--- src/rtl/eth_apb_pkg.sv ---
// Shared types and defaults for the XCVR/PMA reconfig APB arbiter.
package eth_apb_pkg;

    localparam int TMO_CYC_DEFAULT = 4096;
    localparam int APB_ADDR_W      = 32;
    localparam int APB_DATA_W      = 32;

    typedef enum logic [1:0] {
        IDLE,
        SETUP,
        ACCESS,
        RESP
    } arb_state_e;

    // Latched request of the current winner; also drives the m_* bus directly.
    typedef struct packed {
        logic [APB_ADDR_W-1:0] addr;
        logic                  write;
        logic [APB_DATA_W-1:0] wdata;
    } apb_req_t;

endpackage

--- src/rtl/eth_rr_arbiter.sv ---
// Combinational round-robin pick: first set request at or above the pointer, wrapping to 0.
module eth_rr_arbiter #(
    parameter int N_REQ = 4,
    localparam int IDX_W = $clog2(N_REQ)
) (
    input  logic [N_REQ-1:0] i_req,
    input  logic [IDX_W-1:0] i_ptr,
    output logic [N_REQ-1:0] o_grant,
    output logic [IDX_W-1:0] o_idx,
    output logic             o_any
);

    // Scan N_REQ positions starting at the pointer; the first hit wins.
    always_comb begin
        int unsigned idx;
        idx     = 0;
        o_grant = '0;
        o_idx   = '0;
        o_any   = 1'b0;
        for (int unsigned off = 0; off < N_REQ; off++) begin
            idx = int'(i_ptr) + off;
            if (idx >= N_REQ) begin
                idx = idx - N_REQ;
            end
            if (!o_any && i_req[idx[IDX_W-1:0]]) begin
                o_any                   = 1'b1;
                o_grant[idx[IDX_W-1:0]] = 1'b1;
                o_idx                   = idx[IDX_W-1:0];
            end
        end
    end

endmodule

--- src/rtl/eth_apb_arbiter.sv ---
// Round-robin sharing of one APB target between N_REQ requesters, with a pready timeout.
// ADDR_W/DATA_W may not exceed the package APB_ADDR_W/APB_DATA_W.
module eth_apb_arbiter
    import eth_apb_pkg::*;
#(
    parameter int N_REQ   = 4,
    parameter int ADDR_W  = APB_ADDR_W,
    parameter int DATA_W  = APB_DATA_W,
    parameter int TMO_CYC = TMO_CYC_DEFAULT
) (
    input  logic                      clk,
    input  logic                      rst_n,
    input  logic [N_REQ-1:0]          req_psel,
    input  logic [N_REQ-1:0]          req_penable,
    input  logic [N_REQ*ADDR_W-1:0]   req_paddr,
    input  logic [N_REQ-1:0]          req_pwrite,
    input  logic [N_REQ*DATA_W-1:0]   req_pwdata,
    output logic [N_REQ-1:0]          req_pready,
    output logic [DATA_W-1:0]         req_prdata,
    output logic                      req_pserr,
    output logic                      m_psel,
    output logic                      m_penable,
    output logic [ADDR_W-1:0]         m_paddr,
    output logic                      m_pwrite,
    output logic [DATA_W-1:0]         m_pwdata,
    input  logic                      m_pready,
    input  logic [DATA_W-1:0]         m_prdata,
    input  logic                      m_pslverr,
    output logic [$clog2(N_REQ)-1:0]  stat_grant_id,
    output logic                      stat_busy,
    output logic [15:0]               stat_tmo_count
);

    localparam int IDX_W = $clog2(N_REQ);
    localparam int CNT_W = $clog2(TMO_CYC);
    localparam logic [CNT_W-1:0] TMO_LAST = CNT_W'(TMO_CYC - 1);

    arb_state_e         r_state;
    arb_state_e         w_next_state;
    apb_req_t           r_req;
    apb_req_t           w_sel;
    logic [IDX_W-1:0]   r_ptr;
    logic [IDX_W-1:0]   r_grant_id;
    logic [CNT_W-1:0]   r_tmo_cnt;
    logic [15:0]        r_tmo_count;
    logic               r_m_psel;
    logic               r_m_penable;
    logic               r_busy;
    logic [N_REQ-1:0]   r_req_pready;
    logic [DATA_W-1:0]  r_req_prdata;
    logic               r_req_pserr;
    logic               w_tmo_hit;
    logic               w_start;
    logic [N_REQ-1:0]   w_arb_grant;
    logic [IDX_W-1:0]   w_arb_idx;
    logic               w_arb_any;
    logic               w_unused;

    assign w_unused = ^{req_penable, w_arb_grant};

    eth_rr_arbiter #(.N_REQ(N_REQ)) u_rr (
        .i_req   (req_psel),
        .i_ptr   (r_ptr),
        .o_grant (w_arb_grant),
        .o_idx   (w_arb_idx),
        .o_any   (w_arb_any)
    );

    assign w_start = (r_state == IDLE) && w_arb_any;

    // Select the winner's request fields from the flattened buses.
    always_comb begin
        w_sel       = '0;
        w_sel.addr  = APB_ADDR_W'(req_paddr[w_arb_idx*ADDR_W +: ADDR_W]);
        w_sel.write = req_pwrite[w_arb_idx];
        w_sel.wdata = APB_DATA_W'(req_pwdata[w_arb_idx*DATA_W +: DATA_W]);
    end

    // Next-state logic; m_pready on the last allowed cycle beats the timeout.
    always_comb begin
        w_next_state = r_state;
        w_tmo_hit    = 1'b0;
        unique case (r_state)
            IDLE:    if (w_arb_any) w_next_state = SETUP;
            SETUP:   w_next_state = ACCESS;
            ACCESS: begin
                w_tmo_hit = !m_pready && (r_tmo_cnt == TMO_LAST);
                if (m_pready || w_tmo_hit) w_next_state = RESP;
            end
            RESP:    w_next_state = IDLE;
            default: w_next_state = IDLE;
        endcase
    end

    // State register.
    always_ff @(posedge clk or negedge rst_n) begin
        if (!rst_n) r_state <= IDLE;
        else        r_state <= w_next_state;
    end

    // Latch the winner at grant; clearing on entry to RESP zeroes the m_* address/data bus.
    always_ff @(posedge clk or negedge rst_n) begin
        if (!rst_n) begin
            r_req      <= '0;
            r_grant_id <= '0;
        end else if (w_start) begin
            r_req      <= w_sel;
            r_grant_id <= w_arb_idx;
        end else if (w_next_state == RESP) begin
            r_req      <= '0;
        end
    end

    // ACCESS cycle counter, restarted during SETUP.
    always_ff @(posedge clk or negedge rst_n) begin
        if (!rst_n)                 r_tmo_cnt <= '0;
        else if (r_state == SETUP)  r_tmo_cnt <= '0;
        else if (r_state == ACCESS) r_tmo_cnt <= r_tmo_cnt + 1'b1;
    end

    // Bus control, busy flag, saturating timeout count and round-robin pointer.
    always_ff @(posedge clk or negedge rst_n) begin
        if (!rst_n) begin
            r_m_psel    <= 1'b0;
            r_m_penable <= 1'b0;
            r_busy      <= 1'b0;
            r_tmo_count <= '0;
            r_ptr       <= '0;
        end else begin
            r_m_psel    <= (w_next_state == SETUP) || (w_next_state == ACCESS);
            r_m_penable <= (w_next_state == ACCESS);
            r_busy      <= (w_next_state != IDLE);
            if (w_tmo_hit && (r_tmo_count != 16'hFFFF)) begin
                r_tmo_count <= r_tmo_count + 16'd1;
            end
            if (r_state == RESP) begin
                r_ptr <= (r_grant_id == IDX_W'(N_REQ - 1)) ? '0 : r_grant_id + 1'b1;
            end
        end
    end

    // Requester response: one-cycle pulse to the granted requester with data and error.
    always_ff @(posedge clk or negedge rst_n) begin
        if (!rst_n) begin
            r_req_pready <= '0;
            r_req_prdata <= '0;
            r_req_pserr  <= 1'b0;
        end else if ((r_state == ACCESS) && (w_next_state == RESP)) begin
            r_req_pready <= N_REQ'(1) << r_grant_id;
            r_req_prdata <= (m_pready && !r_req.write) ? m_prdata : '0;
            r_req_pserr  <= m_pready ? m_pslverr : 1'b1;
        end else begin
            r_req_pready <= '0;
            r_req_prdata <= '0;
            r_req_pserr  <= 1'b0;
        end
    end

    assign m_psel         = r_m_psel;
    assign m_penable      = r_m_penable;
    assign m_paddr        = ADDR_W'(r_req.addr);
    assign m_pwrite       = r_req.write;
    assign m_pwdata       = DATA_W'(r_req.wdata);
    assign req_pready     = r_req_pready;
    assign req_prdata     = r_req_prdata;
    assign req_pserr      = r_req_pserr;
    assign stat_grant_id  = r_grant_id;
    assign stat_busy      = r_busy;
    assign stat_tmo_count = r_tmo_count;

endmodule
--- config.mk ---
export PLATFORM = sky130hd
export DESIGN_NAME = eth_apb_arbiter
export DESIGN_NICKNAME = d
export VERILOG_FILES = /design/src/rtl/eth_apb_pkg.sv /design/src/rtl/eth_rr_arbiter.sv /design/src/rtl/eth_apb_arbiter.sv
export SDC_FILE = /design/constraint.sdc
export NUM_CORES = 1
export LEC_CHECK = 0
export CORE_AREA = 2 2 165 167
export CTS_CLUSTER_DIAMETER = 50
export CTS_CLUSTER_SIZE = 10
export DETAILED_ROUTE_END_ITERATION = 6
export DIE_AREA = 0 0 167 169
export GPL_TIMING_DRIVEN = 0
export PLACE_DENSITY = 0.72
export REMOVE_ABC_BUFFERS = 1
export SYNTH_ARGS = -nofsm -noshare
export SYNTH_HDL_FRONTEND = slang
export SYNTH_HIERARCHICAL = 1
export SYNTH_SLANG_ARGS = --single-unit
--- constraint.sdc ---
create_clock -name clk -period 10.16 [get_ports clk]
set_input_delay 2.54 -clock clk [delete_from_list [all_inputs] [get_ports clk]]
set_output_delay 2.54 -clock clk [all_outputs]
set_load 0.02 [all_outputs]
Yosys cells after proc, flatten, opt, wreduce, memory -nomap -nowiden
Cells that the tools add are included.
Cells by class
  add/subtract/negate cells: 10
  $lt $le $gt $ge: 9
  eq/ne operators: 9
  shift-type cells: 3
  muxes and demuxes: 36
  reduce and logical (&&, ||, !) cells: 19
Operator list (number)
  128-bit by 8-bit indexed part select with 32-bit output: 2
  65-bit 2-to-1 mux: 2
  32-bit 2-to-1 mux: 2
  12-bit 2-to-1 mux: 2
  2-bit 2-to-1 mux: 11
  16-bit by 1-bit adder with 16-bit output (second input constant): 1
  16-bit inequality test (second input constant): 1
  2-bit by 3-bit less-than comparator with 1-bit output (second input constant): 5
  12-bit by 1-bit adder with 12-bit output (second input constant): 1
  12-bit == test (second input constant): 1
  1-bit 2-to-1 mux: 12
  1-bit binary-select mux with 2-bit select: 5
  2-bit == test (second input constant): 5
  3-bit greater-or-equal comparator (second input constant): 3
  1-bit logical AND: 8
  2-bit case mux with 4 select lines: 1
  2-bit by 1-bit subtractor with 2-bit output (second input constant): 4
  2-bit by 2-bit adder with 3-bit output (second input constant): 2
  2-bit nonzero test: 3
  1-bit zero test: 5
  2-bit by 1-bit == test with 1-bit output (second input constant): 2
  4-bit 2-to-1 mux: 1
  1-bit by 2-bit left shift with 4-bit output (first input constant): 1
  2-bit by 1-bit adder with 3-bit output (second input constant): 1
  other kinds (4): 5
Storage, ports and cells
  flip-flop bits (word level): 139
  input port bits: 304
  output and inout port bits: 123

Depth between registers and ports, before layout
Gate-level depths: netlist (run 1).
  word-level depth: 19
  depth in mapped cells: 15
  depth with buffers taken out: 12

By module
The synthesis (run 1) kept the hierarchy.
By module, submodules not included
  eth_apb_arbiter: times used 1, cells an instance 616, area an instance 7280.7 um^2, sequential area each 3478.3 um^2
  eth_rr_arbiter: times used 1, cells an instance 45, area an instance 421.7 um^2, sequential area each 0.0 um^2

Least setup slack after synthesis (run 1)
No wires, ideal clock.
  path type: in2reg
  from: in req_psel[3]
  to: reg r_req (netlist bit m_paddr[30])
  arrival time: 4.822 ns
  data required time: 10.027 ns
  setup slack: 5.204 ns
  stages on the path: 8
  cell sequence: mux4_2 > clkbuf_1 > o31ai_1 > buf_2 > buf_2 > mux4_2 > nand2_1 > o21ai_0
On the way
  elaborated cells between the ends (all ways): 29
RTL lines
  from (decl): RTL line eth_apb_arbiter.sv:13  | input logic [N_REQ-1:0] req_psel,
  1-bit binary-select mux with 2-bit select: RTL line eth_rr_arbiter.sv:25  | if (!o_any && i_req[idx[IDX_W-1:0]]) begin
  1-bit 2-to-1 mux (implied by the code): RTL line eth_rr_arbiter.sv:25
  1-bit 2-to-1 mux: RTL line eth_rr_arbiter.sv:25
  1-bit zero test: RTL line eth_rr_arbiter.sv:25
  1-bit logical AND: RTL line eth_rr_arbiter.sv:25
  1-bit 2-to-1 mux: RTL line eth_rr_arbiter.sv:25
  1-bit zero test: RTL line eth_rr_arbiter.sv:25
  1-bit logical AND: RTL line eth_rr_arbiter.sv:25
  1-bit 2-to-1 mux: RTL line eth_rr_arbiter.sv:25
  1-bit zero test: RTL line eth_rr_arbiter.sv:25
  1-bit logical AND: RTL line eth_rr_arbiter.sv:25
  2-bit 2-to-1 mux *: RTL line eth_rr_arbiter.sv:25
  named net w_arb_idx[0]: RTL line eth_apb_arbiter.sv:55  | logic [IDX_W-1:0] w_arb_idx;
  128-bit by 8-bit indexed part select with 32-bit output *: RTL line eth_apb_arbiter.sv:74  | w_sel.addr = APB_ADDR_W'(req_paddr[w_arb_idx*ADDR_W +: ADDR_W]);
  65-bit 2-to-1 mux *: RTL line eth_apb_arbiter.sv:106  | end else if (w_start) begin
  to (signal assigned): RTL line eth_apb_arbiter.sv:107  | r_req <= w_sel;
  to (decl): RTL line eth_apb_arbiter.sv:40  | apb_req_t r_req;
Mark *: on every way through the listed nets, which the timed path passes. The rest lies on a longest branch. The select of a mux whose other input is x is not followed.
A chain may end at the register's enable or synchronous reset.

Final worst setup path (run 1)
  from: in req_psel[3]
  to: reg r_req (netlist bit m_paddr[19])
The elaborated chain is that of the path after synthesis.

==> impl_metrics.py, run 1 <==
metrics = {
    "status": {
        "status": "complete, no violations",
    },
    "setup_path": {
        "cp_top_family": "multiplexers",
        "cp_slowest_cell": "mux4_1",
        "crit_required_ns": 10.44,
        "crit_path_max_fanout": 13,
        "critPathCaptureType": "flip-flop",
        "cp-start-kind": "primary input",
        "critical-path-max-stage-delay_ns": 0.64,
        "arrival_ns": 5.89,
        "cp_cell_sequence": "clkdlybuf4s50_1 -> mux4_1 -> nor2b_1 -> nor2_1 -> o31ai_4 -> buf_8 -> buf_8 -> buf_8 -> mux4_2 -> nand2_1 -> o21ai_0",
        "critPathKind": "in2reg",
        "crit_top_cell": "buf_8",
        "critPathBufInv": 4,
    },
    "finish": {
        "n_fill_cell": 2368,
        "multi_input_area_um2": 3870,
        "instances_no_fill": 1411,
        "regArea_um2": 3480,
        "final_nets": 1373,
        "layout-drive-gt1-share_pct": 12.6,
        "areaGrowthSynthToFinish_pct": 70.3,
        "finalInstanceArea_um2": 12900,
    },
    "sta": {
        "fin_crit_ns": 5.61,
        "worst_slack_ns": 4.55,
        "rsz0062_at_grt": "no",
        "finClkSkew_ns": 0.0176,
        "fin_crit_sh_pct": 55.2,
        "max_freq_mhz": 178,
        "setup_viol": 0,
        "setup_tns_ns": 0,
        "hold_slack_ns": 0.497,
        "relSlewSlack_pct": 52.9,
        "hold_violations": 0,
        "worst_pin_slew_ns": 0.706,
        "slew_viol_final": 0,
    },
    "die": {
        "num_rows": 60,
        "io_pins": 427,
        "initial_core_util_pct": 28.6,
        "core-area_um2": 26500,
        "dieArea_um2": 28200,
        "die_y_um": 169,
        "die-width_um": 167,
    },
    "clocking": {
        "cts_root_buffer": "clkbuf_16",
        "hold_buffers": 0,
        "cts_resized": 0,
        "cts_buffers": 17,
        "clock_path_buffers": 2,
        "clk_pin_slew_ns": 0.07,
        "cts_setup_buffers": 0,
        "clock_sinks": 139,
        "worstSkewPairLatency_ns": 0.42,
        "cts_htree_levels": 4,
        "cts_tree": "built",
    },
    "global_route": {
        "antenna_found_initial": 6,
        "grt_remaining_overflow": 0,
        "grt_first_pass_wirelength_um": 39900,
        "grt_pass1_vias": 6895,
        "grt_max_degree": 83,
        "grt.total_usage_pct": 18.6,
    },
    "route": {
        "drt_pass1_iterations": 4,
        "drc_errors": 0,
        "vias_per_cell": 4.70,
        "via_count": 6638,
        "routed_wirelength_um": 26000,
        "drt-initial-drc-count": 314,
        "postRouteAntennaNets": 0,
        "wl_per_cell_um": 18.4,
    },
    "synth": {
        "yosysWarnings": 6,
        "syn_area_um2": 7570,
        "syn_inst": 645,
        "syn_area_per_cell_um2": 11.7,
    },
    "place": {
        "dp_cells": 1376,
        "dpl_cell_area_um2": 12300,
        "dp_slack_ns": 4.10,
        "hpwl_um": 20700,
        "io_buffers": 422,
        "place_congestion": 0.826,
    },
    "power": {
        "peakVddDrop_v": 0.000216,
        "p_int_uw": 2240,
        "comb_power_share_pct": 60.7,
        "p_leak_uw": 0.00526,
        "seq_power_share_pct": 22.3,
        "switching_share_pct": 39.0,
        "p_clk_share_pct": 17.1,
        "power_density_nw_per_um2": 285,
        "power.switching_uw": 1430,
    },
    "hold_path": {
        "hold_class": "reg2reg",
    },
    "flow_run": {
        "drv_cap": 0,
    },
}
## final cells by class
| cell class | instances | share of cell area, % |
|---|---|---|
| inverters | 17 | 0.495 |
| repair buffers | 434 | 34.6 |
| clock inverters | 14 | 1.16 |
| well taps | 341 | 3.31 |
| flip-flops and latches | 139 | 27.0 |
| diodes | 3 | 0.0582 |
| multi-input cells | 445 | 30.0 |
| clock buffers | 18 | 3.41 |
## power groups by stage
stage	Combinational (uW)	Clock [uW]	Sequential [uW]
finish	2230	626	817
CTS	2270	646	818
detailed placement	2270	0	824
floorplan	1350	0	971
global route	2430	673	837
global placement	2340	0	820
## routing by layer
metal,track usage (%),wire length [um],vias up
met5,0,50,-
met4,6.97,750,6
met3,7.06,2290,43
met2,31.9,13000,288
met1,21.1,9970,3204
li1,-,-,3097
## worst register-to-register path, cell delays in order, from the launching register on
cell	delay, ns
dfrtp_1	0.65
inv_1	0.10
ha_1	0.37
mux4_2	0.33
nor3_1	0.10
nand2b_1	0.13
inv_1	0.05
a21oi_1	0.14
o22a_1	0.21
ha_2	0.61
buf_12	0.27
nand2_1	0.12
nor3b_2	0.30
buf_6	0.21
buf_6	0.15
and2_1	0.14
## flip-flops by register name (all words and copies together) (netlist names)
signal          flops
m_pwdata           32
m_psel              1
m_paddr            32
r_state             2
m_pwrite            1
r_ptr               2
stat_grant_id       2
req_pserr           1
stat_busy           1
stat_tmo_count     16
req_pready          4
m_penable           1
req_prdata         32
r_tmo_cnt          12
## worst paths after layout
kind	slack, ns	depth (start not counted)	startpoint	endpoint
setup reg to reg	6.24	15	r_ptr[0]	req_prdata[22]
max in group asynchronous	7.24	2	rst_n	m_pwdata[4]
hold / removal	0.50	1	stat_tmo_count[15]	stat_tmo_count[15]
setup / recovery	4.55	11	req_psel[3]	m_paddr[19]
min in group asynchronous	2.11	1	rst_n	req_prdata[14]
hold reg to reg	0.50	1	stat_tmo_count[15]	stat_tmo_count[15]
## cells in the final DEF (no fill, tap or decap), drive strengths merged, types with 6 or more instances in the layout
cell           count
xor2              15
o21ai             73
and2              34
nand3             12
nor3              10
buf               13
clkdlybuf4s50    421
clkbuf            18
mux4              69
nand2b            67
nand2             84
mux2               6
inv               25
ha                15
nor2              17
dfrtp            139
## metrics by stage
step                      utilization, %  total power [uW]
after CTS                           48.6              3740
after floorplan                        -              2320
final                               48.6              3670
after global placement              45.4              3160
after detailed placement            46.4              3090
after global routing                48.6              3940
(Power assumes the default switching activity.)
==> run 2: changes to the inputs <==
--- a/config.mk
+++ b/config.mk
@@ -5,13 +5,13 @@
 export SDC_FILE = /design/constraint.sdc
 export NUM_CORES = 1
 export LEC_CHECK = 0
-export CORE_AREA = 2 2 165 167
+export CORE_AREA = 2 2 168 170
 export CTS_CLUSTER_DIAMETER = 50
 export CTS_CLUSTER_SIZE = 10
 export DETAILED_ROUTE_END_ITERATION = 6
-export DIE_AREA = 0 0 167 169
+export DIE_AREA = 0 0 170 172
 export GPL_TIMING_DRIVEN = 0
-export PLACE_DENSITY = 0.72
+export PLACE_DENSITY = 0.73
 export REMOVE_ABC_BUFFERS = 1
 export SYNTH_ARGS = -nofsm -noshare
 export SYNTH_HDL_FRONTEND = slang
==> constraint.sdc (replaced) <==
create_clock -name clk -period 4.95 [get_ports clk]
set_input_delay 1.2375 -clock clk [delete_from_list [all_inputs] [get_ports clk]]
set_output_delay 1.2375 -clock clk [all_outputs]
set_load 0.02 [all_outputs]
==> run 2 against run 1 <==
Clock power is 110% higher. Sequential cell count did not move. Clock-buffer cell count did not move. Combinational power grew 110%. Global-route usage is 0.34 points lower. Register-to-register slack got worse by 5.3 ns. Non-clock buffer count fell by 1. Routed wire length increased by 2.3%. Sequential power up 110%. Critical path type unchanged. Critical endpoint is now req_prdata[1].
==> impl_metrics.py, run 2 (synthesized netlist as in run 1, its figures left out) <==
metrics = {
    "sta": {
        "setup_viol": 0,
        "worst_slack_ns": 0.617,
        "finClkSkew_ns": 0.0205,
        "worst_pin_slew_ns": 0.684,
        "relSlewSlack_pct": 54.2,
        "fin_crit_ns": 4.33,
        "hold_violations": 0,
        "rsz0062_at_grt": "no",
        "max_freq_mhz": 231,
        "slew_viol_final": 0,
        "fin_crit_sh_pct": 87.5,
        "setup_tns_ns": 0,
    },
    "finish": {
        "multi_input_area_um2": 3870,
        "mostFrequentLayoutCells": "clkdlybuf4s50_1, dfrtp_1, nand2_1",
        "areaGrowthSynthToFinish_pct": 70.3,
        "final_common_cell": "clkdlybuf4s50_1",
        "utilization_pct": 46.9,
        "layout-drive-gt1-share_pct": 12.4,
        "final_nets": 1372,
        "instances_no_fill": 1416,
        "n_fill_cell": 2518,
        "regArea_um2": 3480,
    },
    "setup_path": {
        "cp_cell_sequence": "clkdlybuf4s50_1 -> mux4_1 -> nor3_1 -> nand2b_1 -> inv_1 -> a21oi_1 -> o22a_1 -> ha_2 -> nand2_1 -> nor3b_2 -> buf_6 -> and2_1",
        "critical-path-max-stage-delay_ns": 0.60,
        "cp_slowest_cell": "nor3b_2",
        "crit_path_max_fanout": 33,
        "cp-start-kind": "primary input",
        "cp_top_family": "simple AND/OR/NAND/NOR gates",
        "critPathCaptureType": "flip-flop",
        "critPathKind": "in2reg",
        "arrival_ns": 4.67,
        "critPathBufInv": 3,
        "crit_required_ns": 5.29,
    },
    "power": {
        "power_density_nw_per_um2": 592,
        "p_leak_uw": 0.00526,
        "peakVddDrop_v": 0.000505,
        "finalPower_uw": 7630,
    },
    "die": {
        "core-area_um2": 27500,
        "num_rows": 61,
        "io_pins": 427,
        "die_y_um": 172,
        "initial_core_util_pct": 27.6,
        "dieArea_um2": 29200,
        "die-width_um": 170,
    },
    "clocking": {
        "cts_setup_buffers": 0,
        "clock_sinks": 139,
        "clock_path_buffers": 2,
        "cts_buffers": 17,
        "cts_resized": 0,
        "clk_pin_slew_ns": 0.06,
        "cts_tree": "built",
        "hold_buffers": 0,
        "cts_root_buffer": "clkbuf_16",
        "cts_htree_levels": 4,
        "worstSkewPairLatency_ns": 0.42,
    },
    "global_route": {
        "grt_first_pass_wirelength_um": 40100,
        "grt_pass1_vias": 6980,
        "grt.total_usage_pct": 18.2,
        "antenna_found_initial": 2,
        "grt_max_degree": 77,
        "grt_remaining_overflow": 0,
    },
    "route": {
        "postRouteAntennaNets": 0,
        "drt-initial-drc-count": 363,
        "drt_pass1_iterations": 4,
        "drc_errors": 0,
        "wl_per_cell_um": 18.8,
        "via_count": 6718,
        "vias_per_cell": 4.74,
        "routed_wirelength_um": 26600,
    },
    "flow_run": {
        "drv_cap": 0,
    },
    "place": {
        "dp_cells": 1380,
        "io_buffers": 422,
        "place_congestion": 0.787,
        "hpwl_um": 21000,
        "dp_slack_ns": 0.140,
    },
    "status": {
        "status": "complete, no violations",
    },
    "hold_path": {
        "hold_class": "reg2reg",
    },
}
## run 2: cell types whose count changed in the layout (fill, tap and decap cells not counted)
cell      delta
diode_2      +1
buf_16       +2
inv_8        -1
clkbuf_8     -1
clkbuf_1     +1
buf_12       -1
buf_6        -1
inv_6        +2
buf_8        -1
clkinv_4     -1
## run 2: area by class of cell
| cell class | count | share of cell area [%] |
|---|---|---|
| Clock buffer | 18 | 3.33 |
| Inverter | 17 | 0.495 |
| Antenna cell | 4 | 0.0776 |
| Multi-Input combinational cell | 445 | 30.0 |
| Timing Repair Buffer | 433 | 34.6 |
| Clock inverter | 14 | 1.14 |
| Sequential cell | 139 | 27.0 |
| Tap cell | 346 | 3.36 |
## run 2: worst paths after layout
path	end	startpoint	slack, ns	depth (start not counted)
worst max register to register	req_prdata[1]	r_ptr[0]	0.94	13
worst min register to register	stat_tmo_count[9]	stat_tmo_count[9]	0.50	1
max in group asynchronous	m_paddr[7]	rst_n	3.32	2
min in group asynchronous	req_pready[0]	rst_n	0.80	1
worst min-delay path	stat_tmo_count[9]	stat_tmo_count[9]	0.50	1
worst max-delay path	req_prdata[1]	req_psel[2]	0.62	12
## run 2: per-layer routing
layer,vias up,part of all wire [%],track usage (%)
met3,27,8.7,6.34
met1,3312,39,21.4
li1,3094,-,-
met5,-,0,0
met4,0,2.1,5.72
met2,285,50,31.4
## run 2: power by group
group	switching, uW	internal (uW)	total, uW	leakage, uW
logic	2240	2430	4660	0.00316
registers	206	1470	1680	0.00183
clock network	573	713	1290	0.000275
## run 2: stage by stage
stage | instance area, um^2 | hold slack, ns
5_1_grt | 12900 | 0.536
6_report | 12900 | 0.503
2_1_floorplan | 7380 | 0.493
4_1_cts | 12900 | 0.509
3_3_place_gp | 12000 | 0.485
3_5_place_dp | 12300 | 0.501
## run 2: worst register-to-register path: cells and delay by family, from the launching register on
family / cells / cell delay, ns
buf+inv: 3 / 0.42
fa+ha+maj: 2 / 0.94
compound gates: 2 / 0.34
mux: 1 / 0.32
simple gates: 5 / 1.22
flops: 1 / 0.67
==> run 3: changes to the inputs <==
--- a/config.mk
+++ b/config.mk
@@ -11,7 +11,7 @@
 export DETAILED_ROUTE_END_ITERATION = 6
 export DIE_AREA = 0 0 170 172
 export GPL_TIMING_DRIVEN = 0
-export PLACE_DENSITY = 0.73
+export PLACE_DENSITY_LB_ADDON = 0.05
 export REMOVE_ABC_BUFFERS = 1
 export SYNTH_ARGS = -nofsm -noshare
 export SYNTH_HDL_FRONTEND = slang
==> run 3 against run 2 <==
Sequential power is essentially flat. Maximum frequency shrank 1.6%. Clock-buffer cell count grew 1. Clock power grew 3%. Critical endpoint is now m_pwdata[22].
==> impl_metrics.py, run 3 (synthesized netlist as in run 1, its figures left out) <==
metrics = {
    "status": {
        "status": "complete, no violations",
    },
    "sta": {
        "rsz0062_at_grt": "no",
        "finClkSkew_ns": 0.00962,
        "hold_violations": 0,
        "max_freq_mhz": 227,
        "relSlewSlack_pct": 43.3,
        "fin_crit_sh_pct": 88.9,
        "setup_tns_ns": 0,
        "fin_crit_ns": 4.40,
        "setup_viol": 0,
        "worst_pin_slew_ns": 0.846,
        "slew_viol_final": 0,
    },
    "global_route": {
        "grt_first_pass_wirelength_um": 40800,
        "met2_usage_pct": 33.6,
        "grt_pass1_vias": 6710,
        "grt_util_met1_pct": 20.3,
        "grt.total_usage_pct": 19.0,
        "grt_remaining_overflow": 0,
        "antenna_found_initial": 12,
        "top_usage_layer": "met2",
        "use_met3_pct": 8.49,
        "grt_max_degree": 93,
    },
    "power": {
        "switching_share_pct": 39.1,
        "p_leak_uw": 0.00526,
        "peakVddDrop_v": 0.000426,
        "power.switching_uw": 2980,
        "seq_power_share_pct": 21.9,
        "p_clk_share_pct": 17.5,
        "p_int_uw": 4640,
        "power_density_nw_per_um2": 591,
        "comb_power_share_pct": 60.7,
    },
    "route": {
        "drt-initial-drc-count": 265,
        "drc_errors": 0,
        "routed_wirelength_um": 27800,
        "drt_pass1_iterations": 5,
        "postRouteAntennaNets": 0,
        "wl_per_cell_um": 19.6,
        "via_count": 6567,
        "vias_per_cell": 4.63,
    },
    "setup_path": {
        "critPathKind": "in2reg",
        "critical-path-max-stage-delay_ns": 0.65,
        "worstSetupStartpoint": "req_psel[2]",
        "critPathCaptureType": "flip-flop",
        "reg2reg_to": "req_prdata[27]",
        "cp-start-kind": "primary input",
        "arrival_ns": 4.67,
        "cp_slowest_cell": "mux4_1",
        "cp_cell_sequence": "clkdlybuf4s50_1 -> mux4_1 -> nor2b_1 -> nor2_1 -> o31ai_4 -> buf_8 -> buf_8 -> buf_16 -> buf_8 -> mux4_2 -> nand2_1 -> o21ai_0",
        "r2r_slack_ns": 1.08,
        "crit_path_max_fanout": 12,
        "crit_top_cell": "buf_8",
        "reg2reg_depth": 13,
        "r2r_start": "r_ptr[0]",
        "crit_required_ns": 5.22,
    },
    "die": {
        "io_pins": 427,
        "core-area_um2": 27500,
        "num_rows": 61,
        "die_y_um": 172,
        "die-width_um": 170,
        "initial_core_util_pct": 27.6,
        "dieArea_um2": 29200,
    },
    "clocking": {
        "cts_root_buffer": "clkbuf_16",
        "clk_pin_slew_ns": 0.06,
        "cts_tree": "built",
        "cts_setup_buffers": 0,
        "cts_htree_levels": 4,
        "clock_path_buffers": 2,
        "worstSkewPairLatency_ns": 0.42,
        "clock_sinks": 139,
        "hold_buffers": 0,
        "cts_resized": 0,
        "cts_buffers": 17,
    },
    "hold_path": {
        "hp-start": "stat_tmo_count[15]",
        "hold_end": "stat_tmo_count[15]",
        "hold_class": "reg2reg",
        "whs_path_depth": 1,
    },
    "finish": {
        "final_nets": 1372,
        "instances_no_fill": 1419,
        "final_common_cell": "clkdlybuf4s50_1",
        "utilization_pct": 47.0,
        "mostFrequentLayoutCells": "clkdlybuf4s50_1, dfrtp_1, nand2_1",
        "layout-drive-gt1-share_pct": 12.5,
        "areaGrowthSynthToFinish_pct": 70.5,
    },
    "place": {
        "place_congestion": 0.746,
        "io_buffers": 422,
        "hpwl_um": 21900,
        "dp_cells": 1380,
    },
    "flow_run": {
        "drv_cap": 0,
    },
}
[run 3: worst max path at each step]
stage / to / slack [ns] / depth (start not counted)
after CTS: m_pwdata[22] / 0.48 / 12
after floorplan: m_paddr[0] / -6.71 / 7
after global routing: m_pwdata[22] / 0.31 / 12
after global placement: m_pwdata[3] / -11.80 / 8
final: m_pwdata[22] / 0.55 / 12
after detailed placement: m_pwdata[22] / 0.04 / 12
[run 3: cell type report]
cell class	count	area [um^2]
multi-input cells	445	3870
diodes	7	17.5
repair buffers	433	4440
clock buffers	19	453
fillers	2601	14600
clock inverters	13	155
well taps	346	433
flip-flops and latches	139	3480
inverters	17	63.8
[run 3: per-stage QoR]
| stage | worst slack, ns | instance area (um^2) | hold slack (ns) | total power [uW] |
|---|---|---|---|---|
| after CTS | 0.482 | 12900 | 0.499 | 7800 |
| final | 0.547 | 12900 | 0.495 | 7620 |
| after floorplan | -6.71 | 7380 | 0.493 | 4690 |
| after global routing | 0.309 | 12900 | 0.523 | 8180 |
| after global placement | -11.80 | 12000 | 0.484 | 5900 |
| after detailed placement | 0.0434 | 12300 | 0.490 | 6430 |
[run 3: worst max-delay path, delay by kind of cell]
kind / cells / cell delay (ns)
buffers and inverters: 5 / 1.32
and+or+nand+nor: 3 / 0.30
AOI/OAI and AO/OA: 2 / 0.59
muxes: 2 / 1.20
[run 3: per-layer routing]
layer	part of all wire (%)	wire length (um)	up-vias
met3	10	2850	36
met4	1.9	525	8
li1	-	-	3100
met2	51	14100	245
met1	37	10200	3178
met5	0.19	54	-
[run 3: power groups by stage]
| stage | sequential [uW] | clock, uW | combinational, uW |
|---|---|---|---|
| 2_1_floorplan | 1990 | 0 | 2700 |
| 3_3_place_gp | 1680 | 0 | 4220 |
| 3_5_place_dp | 1680 | 0 | 4740 |
| 4_1_cts | 1670 | 1370 | 4760 |
| 5_1_grt | 1710 | 1420 | 5050 |
| 6_report | 1670 | 1330 | 4620 |
==> RTL edit 1 (settings of run 2) <==
Encoding of `arb_state_e`: now one-hot (4 bits for 4 states).
--- a/src/rtl/eth_apb_pkg.sv
+++ b/src/rtl/eth_apb_pkg.sv
@@ -6,9 +6,9 @@
     localparam int APB_DATA_W      = 32;
 
-    typedef enum logic [1:0] {
-        IDLE,
-        SETUP,
-        ACCESS,
-        RESP
+    typedef enum logic [3:0] {
+        IDLE   = 4'b0001,
+        SETUP  = 4'b0010,
+        ACCESS = 4'b0100,
+        RESP   = 4'b1000
     } arb_state_e;
 
Check against the original RTL: no difference found for any inputs over 4 cycles, from zero or initial values and one cycle with rst_n low; so few cycles prove little.
==> RTL edit 1 against run 2 <==
  * Global-route usage is 0.77 points lower
  * Count of clock-buffer cells in the layout unchanged
  * Critical path depth fell by 1
  * Core utilization decreased by 0.91 points
  * Routed wire length decreased by 4.9%
  * Total power down 5.1%
  * Sequential share of layout area grew 0.94 points
  * Design area fell by 1.9%
  * Synthesized area is 3.0% lower
  * Maximum frequency increased by 5.1%
  * Combinational power down 7.5%
  * Sequential cell count grew 2
  * Setup slack better by 210 ps
  * Largest cell class unchanged
==> RTL edit 1: results (changes against run 2) <==
INFO  metric worstHoldPathCells = 1 (unchanged)
INFO  metric crit_path_max_fanout = 13 (-61%)
INFO  metric worst_clock_skew = 12.1 ps (-8.43 ps)
INFO  metric nFillCells = 2496 (-0.87%)
INFO  metric maxSlewHeadroom = 36.8% (-17 points)
INFO  metric crit-reg2reg-capture = m_paddr[30]$_DFFE_PN0P_
INFO  metric antenna_found_initial = 4 (+2)
INFO  metric initialDrtViolationCount = 239 (-34%)
INFO  metric detailed_place_hpwl = 19.8 mm (-5.6%)
INFO  metric worst_hold_slack = 490 ps (-12.3 ps)
INFO  metric root_buffer = clkbuf_16
INFO  metric finish.cell_count_without_fillers = 1404 (-0.85%)
INFO  metric post_route_cells_drive_above_1_share = 12.5% (+0.13 points)
INFO  metric reg2regPathDepth = 10 (-3)
INFO  metric grt_pass1_vias = 6865 (-1.6%)
INFO  metric port_buffers = 422 (unchanged)
INFO  metric holdCritStartpoint = stat_tmo_count[15]$_DFFE_PN0P_
INFO  metric drt-pass1-iter-count = 5 (+1)
INFO  metric timing.hold.worst_endpoint = stat_tmo_count[15]$_DFFE_PN0P_
INFO  metric peak_per_stage_delay_on_the_critical_path = 650 ps (+50 ps)
INFO  metric power.static_leakage = 0.00504 uW (-4.1%)
INFO  metric vdd_drop_max = 0.283 mV (-44%)
INFO  metric place_area = 12100 um2 (-2.0%)
INFO  metric gp_congestion = 0.826 (+5.0%)
INFO  metric status = finished clean
INFO  metric routed-via-count = 6635 (-1.2%)
INFO  metric post-place-ws = 60.5 ps (-79.7 ps)
INFO  metric worst_path_max_delay_cell = mux4_1
INFO  metric wirelength = 25.3 mm (-4.9%)
INFO  metric pin_count_of_the_biggest_net_entering_global_routing = 75 (-2.6%)
INFO  metric syn_area_per_cell = 11.7 um2 (-0.73%)
INFO  metric grt_pass1_wl = 38.5 mm (-4.2%)
[RTL edit 1: layer usage]
metal | share of wire, % | track usage, % | up-vias
li1 | - | - | 3076
met1 | 40 | 20.1 | 3252
met2 | 50 | 30.3 | 272
met3 | 8.2 | 6.29 | 33
met4 | 2.0 | 5.72 | 2
met5 | 0.047 | 0 | -
[RTL edit 1: final cells by class]
| class | count | area, um2 | area share (%) |
|---|---|---|---|
| repair buffers | 436 | 4470 | 35.3 |
| multi-input cells | 437 | 3620 | 28.7 |
| flip-flops and latches | 141 | 3530 | 27.9 |
| well taps | 346 | 433 | 3.42 |
| clock buffers | 18 | 429 | 3.39 |
| clock inverters | 14 | 121 | 0.960 |
| inverters | 9 | 33.8 | 0.267 |
| diodes | 3 | 7.51 | 0.0594 |
[RTL edit 1: worst max-delay path by stage]
stage                 from                 endpoint  slack [ps]
2_1_floorplan  req_psel[0]   m_paddr[0]$_DFFE_PN0P_       -6640
3_3_place_gp   req_psel[2]  m_paddr[27]$_DFFE_PN0P_      -10830
3_5_place_dp   req_psel[2]      stat_busy$_DFF_PN0_          60
4_1_cts        req_psel[2]      stat_busy$_DFF_PN0_         520
5_1_grt        req_psel[0]  m_paddr[23]$_DFFE_PN0P_         620
6_report       req_psel[2]  m_pwdata[9]$_DFFE_PN0P_         830
[RTL edit 1: where the power goes]
| part | total, uW | switching [uW] | internal (uW) |
|---|---|---|---|
| Sequential | 1710 | 207 | 1500 |
| Combinational | 4310 | 2100 | 2210 |
| Clock | 1220 | 565 | 658 |
[RTL edit 1: worst max-delay path, delay by kind of cell]
family / cells / cell delay (ps)
AND/OR/NAND/NOR: 3 / 310
multiplexers: 2 / 1160
AO/OA/AOI/OAI: 2 / 540
buffers and inverters: 4 / 1140
==> RTL edit 2 (settings of run 2) <==
Without the edit above. `N_REQ` is set to 4 in 2 places; all go to 2.
--- a/src/rtl/eth_rr_arbiter.sv
+++ b/src/rtl/eth_rr_arbiter.sv
@@ -1,5 +1,5 @@
 // Combinational round-robin pick: first set request at or above the pointer, wrapping to 0.
 module eth_rr_arbiter #(
-    parameter int N_REQ = 4,
+    parameter int N_REQ = 2,
     localparam int IDX_W = $clog2(N_REQ)
 ) (
--- a/src/rtl/eth_apb_arbiter.sv
+++ b/src/rtl/eth_apb_arbiter.sv
@@ -4,5 +4,5 @@
     import eth_apb_pkg::*;
 #(
-    parameter int N_REQ   = 4,
+    parameter int N_REQ   = 2,
     parameter int ADDR_W  = APB_ADDR_W,
     parameter int DATA_W  = APB_DATA_W,
Ports: changed (7 resized); port bits go from 427 to 290. The function was not compared with the original's and may differ.
==> RTL edit 2 against run 2 <==
  * Highest routed layer unchanged
  * First-iteration DRC count is 44% lower
  * Sequential cell count is 4 lower
  * Worst hold slack worse by 5.5 ps
  * Setup slack better by 320 ps
  * Design area is 23% lower
  * Routed wire length is 33% lower
  * Synthesized area is 20% lower
  * Clock skew is 10 ps lower
Power is not compared: it rests on default switching activity, and its combinational part moved more than twofold at a synthesized area within 25%.
==> RTL edit 2: results (changes against run 2) <==
INFO  metric clock_insertion_delay_worst_skew = 410 ps
INFO  metric nonClkBufAreaFrac = 30.3% (-4.3 points)
INFO  metric antenna_found_initial = 0 (-2)
INFO  metric grt_pass1_vias = 5078 (-27%)
INFO  metric port_buffers = 287 (-32%)
INFO  metric timing.hold.worst_endpoint = stat_tmo_count[12]$_DFFE_PN0P_
INFO  metric cp_top_family = buffers and inverters
INFO  metric crit_path_max_fanout = 34 (+3.0%)
INFO  metric vias_per_cell = 4.31 (-9.2%)
INFO  metric holdCritStartpoint = stat_tmo_count[12]$_DFFE_PN0P_
INFO  metric area.share.sequential = 33.9% (+6.9 points)
INFO  metric nFlopsAndLatches = 135 (-2.9%)
INFO  metric reg2regPathDepth = 12 (-1)
INFO  metric status = finished clean
INFO  metric maxSlewHeadroom = 54.8% (+0.61 points)
INFO  metric share_of_cell_area_taken_by_multi_input_logic_gates = 25.1% (-4.9 points)
INFO  metric crit-reg2reg-capture = req_prdata[5]$_DFF_PN0_
INFO  metric yosysWarningCount = 6 (unchanged)
INFO  metric root_buffer = clkbuf_16
INFO  metric grt_util_met1 = 13.6% (-7.9 points)
INFO  metric met3_usage = 3.64% (-2.7 points)
INFO  metric post_route_cells_drive_above_1_share = 6.28% (-6.1 points)
INFO  metric multi_input_comb_cells = 343 (-23%)
INFO  metric layout.clock.cell_area_share = 6.08% (+1.6 points)
INFO  metric global_route.usage.total = 11.9% (-6.4 points)
INFO  metric nNonClkBuffers = 294 (-32%)
INFO  metric grt_pass1_wl = 27.0 mm (-33%)
INFO  metric rrSetupSlack = 1510 ps (+570 ps)
INFO  metric powerSeq = 1550 uW
INFO  metric nFillCells = 2753 (+9.3%)
INFO  metric peak_per_stage_delay_on_the_critical_path = 590 ps
INFO  metric inverters_excl_clock = 8 (-9)
INFO  metric pin_count_of_the_biggest_net_entering_global_routing = 74 (-3.9%)
INFO  metric gp_congestion = 0.746 (-5.2%)
INFO  metric n_clock_buffer = 20 (+2)
INFO  metric antenna-diode-count = 0 (-4)
INFO  metric initialDrtViolationCount = 203 (-44%)
INFO  metric crit-reg2reg-launch = r_tmo_cnt[0]$_DFFE_PN0P_
INFO  metric number_of_buffers_added_by_the_clock_tree_synthesis_step = 17 (unchanged)
INFO  metric nNetsFinal = 979 (-29%)
INFO  metric power.share.clock = 26.1%
INFO  metric grt.met2_usage = 20.9% (-11 points)
INFO  metric worstSetupStartpoint = req_psel[0]
INFO  metric wirelength = 17.8 mm (-33%)
INFO  metric detailed_place_hpwl = 13.3 mm (-36%)
INFO  metric postCtsSetupBuffers = 0 (unchanged)
INFO  metric worst_clock_skew = 10.5 ps (-10.0 ps)
RTL edit 2: worst reg2reg max path, stage by stage, from the launching register on:
cell	delay, ps
dfrtp_1	380
ha_1	240
nand4_1	140
nor3_1	200
nor3_1	60
a21oi_1	180
o22a_1	200
ha_2	580
buf_12	250
nand2_1	130
nor3b_2	590
buf_6	260
and2_1	150
RTL edit 2: stage by stage:
| step | setup WS (ps) | area [um2] | std cells | hold WS, ps | total power (uW) |
|---|---|---|---|---|---|
| after CTS | 896 | 9980 | 1158 | 497 | 5040 |
| after floorplan | -3990 | 5890 | 486 | 491 | 2710 |
| after global routing | 694 | 9980 | 1158 | 520 | 5280 |
| final | 933 | 9980 | 1158 | 497 | 4950 |
| after global placement | -8160 | 9190 | 1119 | 478 | 3690 |
| after detailed placement | 459 | 9370 | 1126 | 483 | 3700 |
RTL edit 2: per-layer routing:
layer	vias to the layer above	wire (um)
met2	176	8770
met4	0	251
met1	2408	7400
li1	2389	-
met5	-	0
met3	15	1330
